### src/rtl/fetch_mem_arbiter_if.sv
// Bus bundle between the IF/MEM requesters, the shared SRAM and fetch_mem_arbiter.
// The arbiter connects through the slave modport; the pipeline/SRAM side uses master.
interface fetch_mem_arbiter_if;
    logic        if_req;
    logic [31:0] if_addr;
    logic        if_flush;
    logic [31:0] if_rdata;
    logic        if_ready;
    logic        if_freeze;

    logic        mem_rd_en;
    logic        mem_wr_en;
    logic [31:0] mem_addr;
    logic [31:0] mem_wdata;
    logic [31:0] mem_rdata;
    logic        mem_ready;
    logic        pipe_freeze;

    logic [31:0] sram_addr;
    logic [31:0] sram_wdata;
    logic        sram_we;
    logic [31:0] sram_rdata;

    modport slave (
        input  if_req, if_addr, if_flush,
        input  mem_rd_en, mem_wr_en, mem_addr, mem_wdata,
        input  sram_rdata,
        output if_rdata, if_ready, if_freeze,
        output mem_rdata, mem_ready, pipe_freeze,
        output sram_addr, sram_wdata, sram_we
    );

    modport master (
        output if_req, if_addr, if_flush,
        output mem_rd_en, mem_wr_en, mem_addr, mem_wdata,
        output sram_rdata,
        input  if_rdata, if_ready, if_freeze,
        input  mem_rdata, mem_ready, pipe_freeze,
        input  sram_addr, sram_wdata, sram_we
    );
endinterface

### src/rtl/fetch_mem_arbiter.sv
// Shares one fixed-latency SRAM port between instruction fetch and the MEM stage.
// MEM wins ties; each access is IDLE -> ACC_* (SRAM_LATENCY+1 cycles) -> DONE -> IDLE.
module fetch_mem_arbiter #(
    parameter int SRAM_LATENCY = 2
) (
    input  logic                  clk,
    input  logic                  rst,
    fetch_mem_arbiter_if.slave    bus
);

    typedef enum logic [1:0] {
        IDLE,
        ACC_IF,
        ACC_MEM,
        DONE
    } state_t;

    localparam logic [3:0] LAST_CNT = 4'(SRAM_LATENCY);

    state_t      state;
    state_t      state_next;
    logic [3:0]  cnt;
    logic        owner;
    logic        is_write;
    logic        flush_pend;
    logic [31:0] addr_q;
    logic [31:0] wdata_q;
    logic [31:0] if_rdata_q;
    logic [31:0] mem_rdata_q;

    logic        mem_req;
    logic        in_acc;
    logic        last_beat;
    logic        grant_mem;
    logic        grant_if;
    logic        if_ready_int;
    logic        mem_ready_int;

    always_comb begin
        mem_req   = bus.mem_rd_en | bus.mem_wr_en;
        in_acc    = (state == ACC_IF) || (state == ACC_MEM);
        last_beat = in_acc && (cnt == LAST_CNT);
        grant_mem = (state == IDLE) && mem_req;
        grant_if  = (state == IDLE) && !mem_req && bus.if_req && !bus.if_flush;
    end

    always_ff @(posedge clk) begin
        if (rst) begin
            state <= IDLE;
        end else begin
            state <= state_next;
        end
    end

    always_comb begin
        state_next = state;
        case (state)
            IDLE: begin
                if (grant_mem) begin
                    state_next = ACC_MEM;
                end else if (grant_if) begin
                    state_next = ACC_IF;
                end
            end
            ACC_IF, ACC_MEM: begin
                if (cnt == LAST_CNT) begin
                    state_next = DONE;
                end
            end
            DONE:    state_next = IDLE;
            default: state_next = IDLE;
        endcase
    end

    // A fetch flushed on its final ACC cycle must not overwrite the held instruction either.
    always_ff @(posedge clk) begin
        if (rst) begin
            cnt         <= 4'd0;
            owner       <= 1'b0;
            is_write    <= 1'b0;
            flush_pend  <= 1'b0;
            addr_q      <= 32'd0;
            wdata_q     <= 32'd0;
            if_rdata_q  <= 32'd0;
            mem_rdata_q <= 32'd0;
        end else begin
            case (state)
                IDLE: begin
                    if (grant_mem) begin
                        cnt      <= 4'd0;
                        owner    <= 1'b1;
                        is_write <= bus.mem_wr_en;
                        addr_q   <= bus.mem_addr;
                        wdata_q  <= bus.mem_wdata;
                    end else if (grant_if) begin
                        cnt      <= 4'd0;
                        owner    <= 1'b0;
                        is_write <= 1'b0;
                        addr_q   <= bus.if_addr;
                    end
                end
                ACC_IF, ACC_MEM: begin
                    cnt <= cnt + 4'd1;
                    if ((state == ACC_IF) && bus.if_flush) begin
                        flush_pend <= 1'b1;
                    end
                    if (last_beat && !is_write) begin
                        if (owner) begin
                            mem_rdata_q <= bus.sram_rdata;
                        end else if (!flush_pend && !bus.if_flush) begin
                            if_rdata_q <= bus.sram_rdata;
                        end
                    end
                end
                DONE: begin
                    flush_pend <= 1'b0;
                end
                default: ;
            endcase
        end
    end

    assign if_ready_int  = (state == DONE) && !owner && !flush_pend;
    assign mem_ready_int = (state == DONE) && owner;

    assign bus.if_ready    = if_ready_int;
    assign bus.mem_ready   = mem_ready_int;
    assign bus.if_rdata    = if_rdata_q;
    assign bus.mem_rdata   = mem_rdata_q;
    assign bus.sram_addr   = addr_q;
    assign bus.sram_wdata  = wdata_q;
    assign bus.sram_we     = in_acc && is_write;
    assign bus.if_freeze   = bus.if_req & ~if_ready_int;
    assign bus.pipe_freeze = mem_req & ~mem_ready_int;

endmodule

### src/flat_wrapper.sv
// flat-port wrapper written by rule: the top's interface ports become plain ports
module fetch_mem_arbiter_flat 
#(
    parameter int SRAM_LATENCY = 2
)
  (clk, rst, bus_if_req, bus_if_addr, bus_if_flush, bus_mem_rd_en, bus_mem_wr_en, bus_mem_addr, bus_mem_wdata, bus_sram_rdata, bus_if_rdata, bus_if_ready, bus_if_freeze, bus_mem_rdata, bus_mem_ready, bus_pipe_freeze, bus_sram_addr, bus_sram_wdata, bus_sram_we);
  fetch_mem_arbiter_if bus_i ();
  input  logic clk;
  input  logic rst;
  input wire logic [$bits(bus_i.if_req)-1:0] bus_if_req;
  input wire logic [$bits(bus_i.if_addr)-1:0] bus_if_addr;
  input wire logic [$bits(bus_i.if_flush)-1:0] bus_if_flush;
  input wire logic [$bits(bus_i.mem_rd_en)-1:0] bus_mem_rd_en;
  input wire logic [$bits(bus_i.mem_wr_en)-1:0] bus_mem_wr_en;
  input wire logic [$bits(bus_i.mem_addr)-1:0] bus_mem_addr;
  input wire logic [$bits(bus_i.mem_wdata)-1:0] bus_mem_wdata;
  input wire logic [$bits(bus_i.sram_rdata)-1:0] bus_sram_rdata;
  output wire logic [$bits(bus_i.if_rdata)-1:0] bus_if_rdata;
  output wire logic [$bits(bus_i.if_ready)-1:0] bus_if_ready;
  output wire logic [$bits(bus_i.if_freeze)-1:0] bus_if_freeze;
  output wire logic [$bits(bus_i.mem_rdata)-1:0] bus_mem_rdata;
  output wire logic [$bits(bus_i.mem_ready)-1:0] bus_mem_ready;
  output wire logic [$bits(bus_i.pipe_freeze)-1:0] bus_pipe_freeze;
  output wire logic [$bits(bus_i.sram_addr)-1:0] bus_sram_addr;
  output wire logic [$bits(bus_i.sram_wdata)-1:0] bus_sram_wdata;
  output wire logic [$bits(bus_i.sram_we)-1:0] bus_sram_we;
  assign bus_i.if_req = bus_if_req;
  assign bus_i.if_addr = bus_if_addr;
  assign bus_i.if_flush = bus_if_flush;
  assign bus_i.mem_rd_en = bus_mem_rd_en;
  assign bus_i.mem_wr_en = bus_mem_wr_en;
  assign bus_i.mem_addr = bus_mem_addr;
  assign bus_i.mem_wdata = bus_mem_wdata;
  assign bus_i.sram_rdata = bus_sram_rdata;
  assign bus_if_rdata = bus_i.if_rdata;
  assign bus_if_ready = bus_i.if_ready;
  assign bus_if_freeze = bus_i.if_freeze;
  assign bus_mem_rdata = bus_i.mem_rdata;
  assign bus_mem_ready = bus_i.mem_ready;
  assign bus_pipe_freeze = bus_i.pipe_freeze;
  assign bus_sram_addr = bus_i.sram_addr;
  assign bus_sram_wdata = bus_i.sram_wdata;
  assign bus_sram_we = bus_i.sram_we;
  fetch_mem_arbiter #(.SRAM_LATENCY(SRAM_LATENCY)) u_core (.clk(clk), .rst(rst), .bus(bus_i));
endmodule
### config.mk
export PLATFORM = sky130hd
export DESIGN_NAME = fetch_mem_arbiter_flat
export DESIGN_NICKNAME = d
export VERILOG_FILES = /design/src/rtl/fetch_mem_arbiter_if.sv /design/src/rtl/fetch_mem_arbiter.sv /design/src/flat_wrapper.sv
export SDC_FILE = /design/constraint.sdc
export NUM_CORES = 1
export LEC_CHECK = 0
export BUFFER_PORTS_ARGS = -buffer_cell sky130_fd_sc_hd__buf_2
export CAP_MARGIN = 20
export CORE_MARGIN = 2
export CORE_UTILIZATION = 30
export DETAILED_ROUTE_END_ITERATION = 10
export SYNTH_ARGS = -nofsm -noshare
export SYNTH_HDL_FRONTEND = slang
export SYNTH_SLANG_ARGS = --single-unit
export TNS_END_PERCENT = 30
### constraint.sdc
create_clock -name clk -period 3 [get_ports clk]
set_input_delay 0.15 -clock clk [delete_from_list [all_inputs] [get_ports clk]]
set_output_delay 0.15 -clock clk [all_outputs]
set_load 0.05 [all_outputs]
==> results of run 1 <==
-- synth_stat cells --
master     instances
nor2_4             1
a211o_1            1
nand2b_1           2
mux2i_1            2
nor3_1             2
nand3_1            3
and4b_1            2
o2bb2ai_1         31
a32o_1             2
and2_1             2
nand2_1          197
o22ai_1           32
a21oi_2            1
a211oi_1           2
o32ai_2            1
clkbuf_1          26
nor2_1             7
nand4b_1           2
buf_2             11
buf_6              6
dfxtp_1          137
nor2b_1            1
ha_1               7
nand4_1            1
buf_4              3
a2bb2o_1           1
nor2b_2            2
nor4b_1            1
nor3b_4            1
o21ai_0            3
nor4_1             1
a22oi_1            1
o31a_1             1
o21ai_1            1
a21oi_1          100
inv_1              7
-- metrics by stage --
step | power (mW) | hold slack [ps] | setup WS, ps | cell area [µm²]
floorplan | 3.82 | 286 | 617 | 5130
global placement | 4.42 | 392 | 973 | 6620
detailed placement | 4.41 | 397 | 917 | 6620
CTS | 6.71 | 2.07 | 905 | 8010
global route | 6.96 | 8.51 | 734 | 8010
finish | 6.65 | 25.9 | 890 | 8010
-- path summary, 6_finish.rpt --
path | cells after the start | slack, ps | start | end
setup / recovery | 6 | 890 | u_core.state[1] | u_core.bus.sram_wdata[12]
hold / removal | 3 | 30 | bus_if_addr[25] | u_core.bus.sram_addr[25]
setup reg to reg | 6 | 890 | u_core.state[1] | u_core.bus.sram_wdata[12]
hold reg to reg | 2 | 450 | u_core.bus.sram_wdata[29] | u_core.bus.sram_wdata[29]
-- metal layers --
layer / vias up / part of all wire (%)
met5: - / 0.10
met4: 2 / 1.9
met1: 2515 / 41
met3: 26 / 8.0
met2: 234 / 49
li1: 2704 / -
-- final cells by class --
| cell class | instances | share of cell area, % |
|---|---|---|
| sequential | 137 | 34.2 |
| clock inverter | 12 | 2.03 |
| timing repair buffer | 354 | 27.6 |
| tap | 220 | 3.44 |
| clock buffer | 20 | 5.70 |
| multi-input combinational | 411 | 26.6 |
| inverter | 7 | 0.328 |
-- worst max-delay path, stage by stage, from the launching register on --
cell and delay (ps):
dfxtp_1 320, inv_1 130, ha_1 330, nor2b_4 730, buf_12 230, nand2_1 80, a21oi_1 180
-- power groups by stage --
stage | Sequential (mW) | Combinational, mW | Clock (mW)
CTS | 2.24 | 2.22 | 2.25
finish | 2.24 | 2.22 | 2.18
global route | 2.28 | 2.37 | 2.31
floorplan | 3.09 | 0.728 | 0
detailed placement | 2.27 | 2.14 | 0
global placement | 2.27 | 2.14 | 0
-- flip-flops by register name (all words and copies together) (netlist names) --
signal	cells
u_core.state	2
u_core.bus.if_rdata	32
u_core.bus.sram_addr	32
u_core.cnt	4
u_core.bus.sram_wdata	32
u_core.owner	1
u_core.is_write	1
u_core.bus.mem_rdata	32
u_core.flush_pend	1
-- cell families after synthesis --
logic type,share of synthesized area [%]
mux,0.390
fa+ha+maj,1.71
compound gates,21.2
simple gates,18.1
buf+inv,5.24
flops,53.4
==> results.json, run 1 <==
{
  "status": "completed",
  "ys_seq_area_share_pct": 53.4,
  "p_sw_share_pct": 38.6,
  "synth_area_um2": 5130,
  "dp_cells": 1052,
  "grt_usage_pct": 18.2,
  "cts_hold_buf": 77,
  "drv_cap": 0,
  "critPathLaunchType": "flop",
  "rows": 47,
  "ioPinCount": 267,
  "cts_buffers": 17,
  "clock_skew_ps": 7.75,
  "leakage_nw": 3.59,
  "initial_core_util_pct": 30.9,
  "ant_nets": 0,
  "grt_antenna_before_repair": 1,
  "clk_latency_ps": 410,
  "drive_gt1_share_pct": 33.5,
  "syn_inst": 601,
  "hpwl_mm": 10.9,
  "synth_cell_types": 36,
  "fmax_mhz": 474,
  "comb_power_share_pct": 33.4,
  "layout_common_cells": "265 x buf_2, 197 x nand2_1, 137 x dfxtp_1, 100 x a21oi_1, 77 x dlygate4sd3_1",
  "min_path_type": "in -> reg",
  "vias": 5481,
  "switchingPower_mw": 2.57,
  "dieHeight_um": 135,
  "grt_max_degree": 76,
  "arrival_ps": 2430,
  "drv_slew": 0,
  "crit_path_end_kind": "flop",
  "p_int_mw": 4.08,
  "peakVddDrop_mv": 0.528,
  "cts.sinks": 137,
  "grt.met1_usage_pct": 20.4,
  "seq_power_share_pct": 33.7,
  "critPathKind": "reg -> reg",
  "ys_ff_latch": 137,
  "ys_warn_count": 0,
  "rsz0062_at_grt": "false",
  "hold_viol_final": 0,
  "wirelength_mm": 17.0,
  "postCtsSetupBuffers": 0,
  "synth_top_area_share_pct": 53.4,
  "layout_commonest_cell": "buf_2",
  "drt_iter0_drc": 235,
  "gp_congestion": 0.757,
  "grt_first_pass_wirelength_mm": 26.0,
  "use_met3_pct": 6.12,
  "syn_nets": 742,
  "setup-tns-final_ps": 0,
  "viasPerCell": 4.72,
  "busiest_layer": "met2",
  "final.fill_count": 1587,
  "clock-root-buffer": "clkbuf_16",
  "clk_pin_slew_worst_paths_ps": 60,
  "post_cts_resized": 0,
  "seq_area_um2": 2740,
  "powerDensity_nw_per_um2": 830,
  "post-route-period-util_pct": 70.3,
  "clockBufferDepth": 2,
  "cts_htree_levels": 4,
  "syn_area_per_cell_um2": 8.54,
  "synthTopCellsByArea": "dfxtp_1 53%, nand2_1 14%, a21oi_1 9.7%",
  "area_growth_pct": 55.9,
  "cts_tree": "done",
  "power_frac_clock_pct": 32.8,
  "tightest_slew_ps": 815,
  "fin_crit_ps": 2110,
  "multi_input_area_um2": 2130,
  "required_ps": 3320,
  "fp.coreArea_um2": 16600,
  "grt_use_met2_pct": 31.8,
  "wire_per_inst_um": 14.6,
  "grt_pass1_vias": 5236,
  "die_x_um": 135,
  "yosysTopAreaCell": "dfxtp_1",
  "grt_overflow": 0,
  "io_buffers": 266,
  "fin_nets": 1069,
  "cp_max_fo": 31,
  "layout.cells.non_filler": 1161,
  "finalSetupViolCount": 0,
  "diodes": 0,
  "final_util_pct": 48.1,
  "drc_errors": 0,
  "drtPass1Iterations": 6,
  "max_slew_margin_pct": 45.6,
  "die-area_um2": 18200
}
Power figures use the tool's default switching activity.
==> run 2, diff against run 1 <==
--- a/config.mk
+++ b/config.mk
@@ -5,6 +5,7 @@
 export SDC_FILE = /design/constraint.sdc
 export NUM_CORES = 1
 export LEC_CHECK = 0
+export ABC_AREA = 1
 export BUFFER_PORTS_ARGS = -buffer_cell sky130_fd_sc_hd__buf_2
 export CAP_MARGIN = 20
 export CORE_MARGIN = 2
==> constraint.sdc (replaced) <==
create_clock -name clk -period 1.8 [get_ports clk]
set_input_delay 0.09 -clock clk [delete_from_list [all_inputs] [get_ports clk]]
set_output_delay 0.09 -clock clk [all_outputs]
set_load 0.05 [all_outputs]
==> run 2 against run 1 <==
Compared with the run above:
- non-clock buffer count increased by 30
- sequential power increased by 76%
- combinational power increased by 130%
- utilization decreased by 0.16 points
- die area increased by 15%
- critical path depth decreased by 1
- worst setup slack got worse by 830 ps
- area after synthesis increased by 15%
- via count increased by 16%
- routed wire length increased by 11%
- first-iteration DRC count decreased by 6.4%
- critical endpoint is now bus_if_ready
- largest power group is now combinational cells
==> results.json, run 2 <==
{
  "post-route-period-util_pct": 96.4,
  "fp.coreArea_um2": 19400,
  "grt_first_pass_wirelength_mm": 28.6,
  "clock_skew_ps": 12.5,
  "viasPerCell": 4.20,
  "dieHeight_um": 144,
  "rsz0062_at_grt": "false",
  "tightest_slew_ps": 499,
  "synth_ff_type": "dfxtp_1",
  "ys_seq_area_share_pct": 46.3,
  "clk_latency_ps": 410,
  "drive_gt1_share_pct": 29.0,
  "wirelength_mm": 18.8,
  "comb_power_share_pct": 40.6,
  "p_sw_share_pct": 43.4,
  "cts_tree": "done",
  "cts.sinks": 137,
  "drtPass1Iterations": 6,
  "min_path_type": "in -> reg",
  "leakage_nw": 5.00,
  "power_mw": 12.6,
  "arrival_ps": 1640,
  "postPlaceCellArea_um2": 7570,
  "grt_antenna_before_repair": 0,
  "slowest_delay_ps": 320,
  "die-area_um2": 20900,
  "synth_async_sr_flop_share_pct": 0,
  "synthTopCellsByArea": "dfxtp_1 46%, nor2_1 15%, nand2_1 12%",
  "drt_iter0_drc": 220,
  "grt_overflow": 0,
  "hold_viol_final": 0,
  "synth_top_area_share_pct": 46.3,
  "syn_area_per_cell_um2": 6.71,
  "syn_nets": 1023,
  "cts_htree_levels": 4,
  "grt_max_degree": 69,
  "design_area_um2": 9300,
  "io_buffers": 266,
  "yosysTopAreaCell": "dfxtp_1",
  "grt_usage_pct": 17.3,
  "ant_nets": 0,
  "syn_inst": 882,
  "cp_slowest_cell": "dfxtp_1",
  "rows": 51,
  "cts_buffers": 17,
  "layout_common_cells": "265 x buf_2, 242 x nor2_1, 185 x nand2_1, 136 x dfxtp_1, 110 x inv_1",
  "power_frac_clock_pct": 28.1,
  "crit_path_end_kind": "output port",
  "wire_per_inst_um": 12.4,
  "clockBufferDepth": 2,
  "initial_core_util_pct": 30.5,
  "synth_edf_count": 0,
  "max_slew_margin_pct": 66.7,
  "p_int_mw": 7.14,
  "ys_ff_latch": 137,
  "clk_pin_slew_worst_paths_ps": 60,
  "synth_cell_types": 23,
  "grt_pass1_vias": 5937,
  "setup-tns-final_ps": 0,
  "layout_commonest_cell": "buf_2",
  "switchingPower_mw": 5.47,
  "gp_congestion": 0.800,
  "seq_power_share_pct": 31.2,
  "fmax_mhz": 576,
  "status": "completed",
  "whs_ps": 17.6,
  "clock-root-buffer": "clkbuf_16",
  "synth_commonest_cells": "243 x nor2_1, 185 x nand2_1, 137 x dfxtp_1",
  "synth_area_um2": 5920,
  "preCtsSetupSlack_ps": 72.5,
  "vias": 6372,
  "required_ps": 1710,
  "path_cells": "buf_4 -> ha_1 -> inv_1 -> nor3_2 -> buf_2",
  "ys_warn_count": 0,
  "critPathKind": "reg -> out",
  "fin_crit_ps": 1730,
  "drv_cap": 0,
  "cp_max_fo": 3,
  "synthMostInstantiatedCell": "nor2_1",
  "finalSetupViolCount": 0,
  "fin_nets": 1381,
  "die_x_um": 144,
  "setup_ws_ps": 65.4,
  "ioPinCount": 267,
  "drv_slew": 0,
  "hpwl_mm": 11.7,
  "critPathLaunchType": "flop",
  "peakVddDrop_mv": 0.756,
  "area_growth_pct": 57.2,
  "drc_errors": 0,
  "powerDensity_nw_per_um2": 1360,
  "diodes": 0
}
-- run 2: cell type report --
class | instances | area [µm²]
Fill cell | 1968 | 10100
Sequential cell | 137 | 2740
Timing Repair Buffer | 384 | 2650
Multi-Input combinational cell | 586 | 2560
Clock buffer | 18 | 429
Inverter | 114 | 429
Tap cell | 265 | 332
Clock inverter | 14 | 160
-- run 2: cells by family (layout without fill, tap and decap cells) --
kind of cell	count (synthesis)	after routing	synth area share [%]
AND/OR/NAND/NOR	473	473	32.2
buffers and inverters	159	530	11.1
flip-flops	137	137	46.3
AO/OA/AOI/OAI	106	106	8.96
adder cells (fa/ha/maj)	7	7	1.48
-- run 2: timing repair --
| action | in CTS | in global routing |
|---|---|---|
| resized for setup | 1 | 4 |
| hold endpoints to repair | 118 | 0 |
| pin swaps | 0 | 1 |
| endpoints found under the setup margin | 1 | 43 |
| gates cloned | 0 | 4 |
| setup buffers | 0 | 2 |
| hold buffers | 99 | 0 |
-- run 2: per-stage QoR --
stage | utilization, % | instances
final | 48.0 | 1518
after global routing | 48.0 | 1518
after CTS | 47.2 | 1512
after detailed placement | 39.0 | 1381
after global placement | 39.0 | 1381
after floorplan | - | 882
-- run 2: path summary, 6_finish.rpt --
check                                 start  slack (ps)                   endpoint  depth (start not counted)
setup / recovery            u_core.state[0]          70               bus_if_ready                          5
hold / removal              bus_if_addr[23]          20   u_core.bus.sram_addr[23]                          5
setup reg to reg            u_core.state[0]         140    u_core.bus.if_rdata[30]                         11
hold reg to reg   u_core.bus.sram_wdata[28]         480  u_core.bus.sram_wdata[28]                          2
-- run 2: per-layer routing --
layer	global-route usage [%]	wire (µm)	part of all wire (%)	up-vias
met5	0	0	0	-
met4	4.45	208	1.1	0
li1	-	-	-	3352
met1	21.5	8410	45	2791
met3	5.56	1300	6.9	15
met2	28.9	8830	47	214
-- run 2: critical path, delay by kind of cell (launching register included) --
family / cells / cell delay, ps
fa+ha+maj: 1 / 170
flops: 1 / 320
simple gates: 1 / 230
buf+inv: 3 / 510
-- run 2: power by group through the flow --
stage                     Combinational [mW]  Sequential [mW]  Clock [mW]
after global routing                    5.56             4.00        3.81
after floorplan                         1.72             5.83           0
after global placement                  4.87             3.98           0
final                                   5.12             3.94        3.55
after CTS                               5.06             3.93        3.67
after detailed placement                4.88             3.98           0
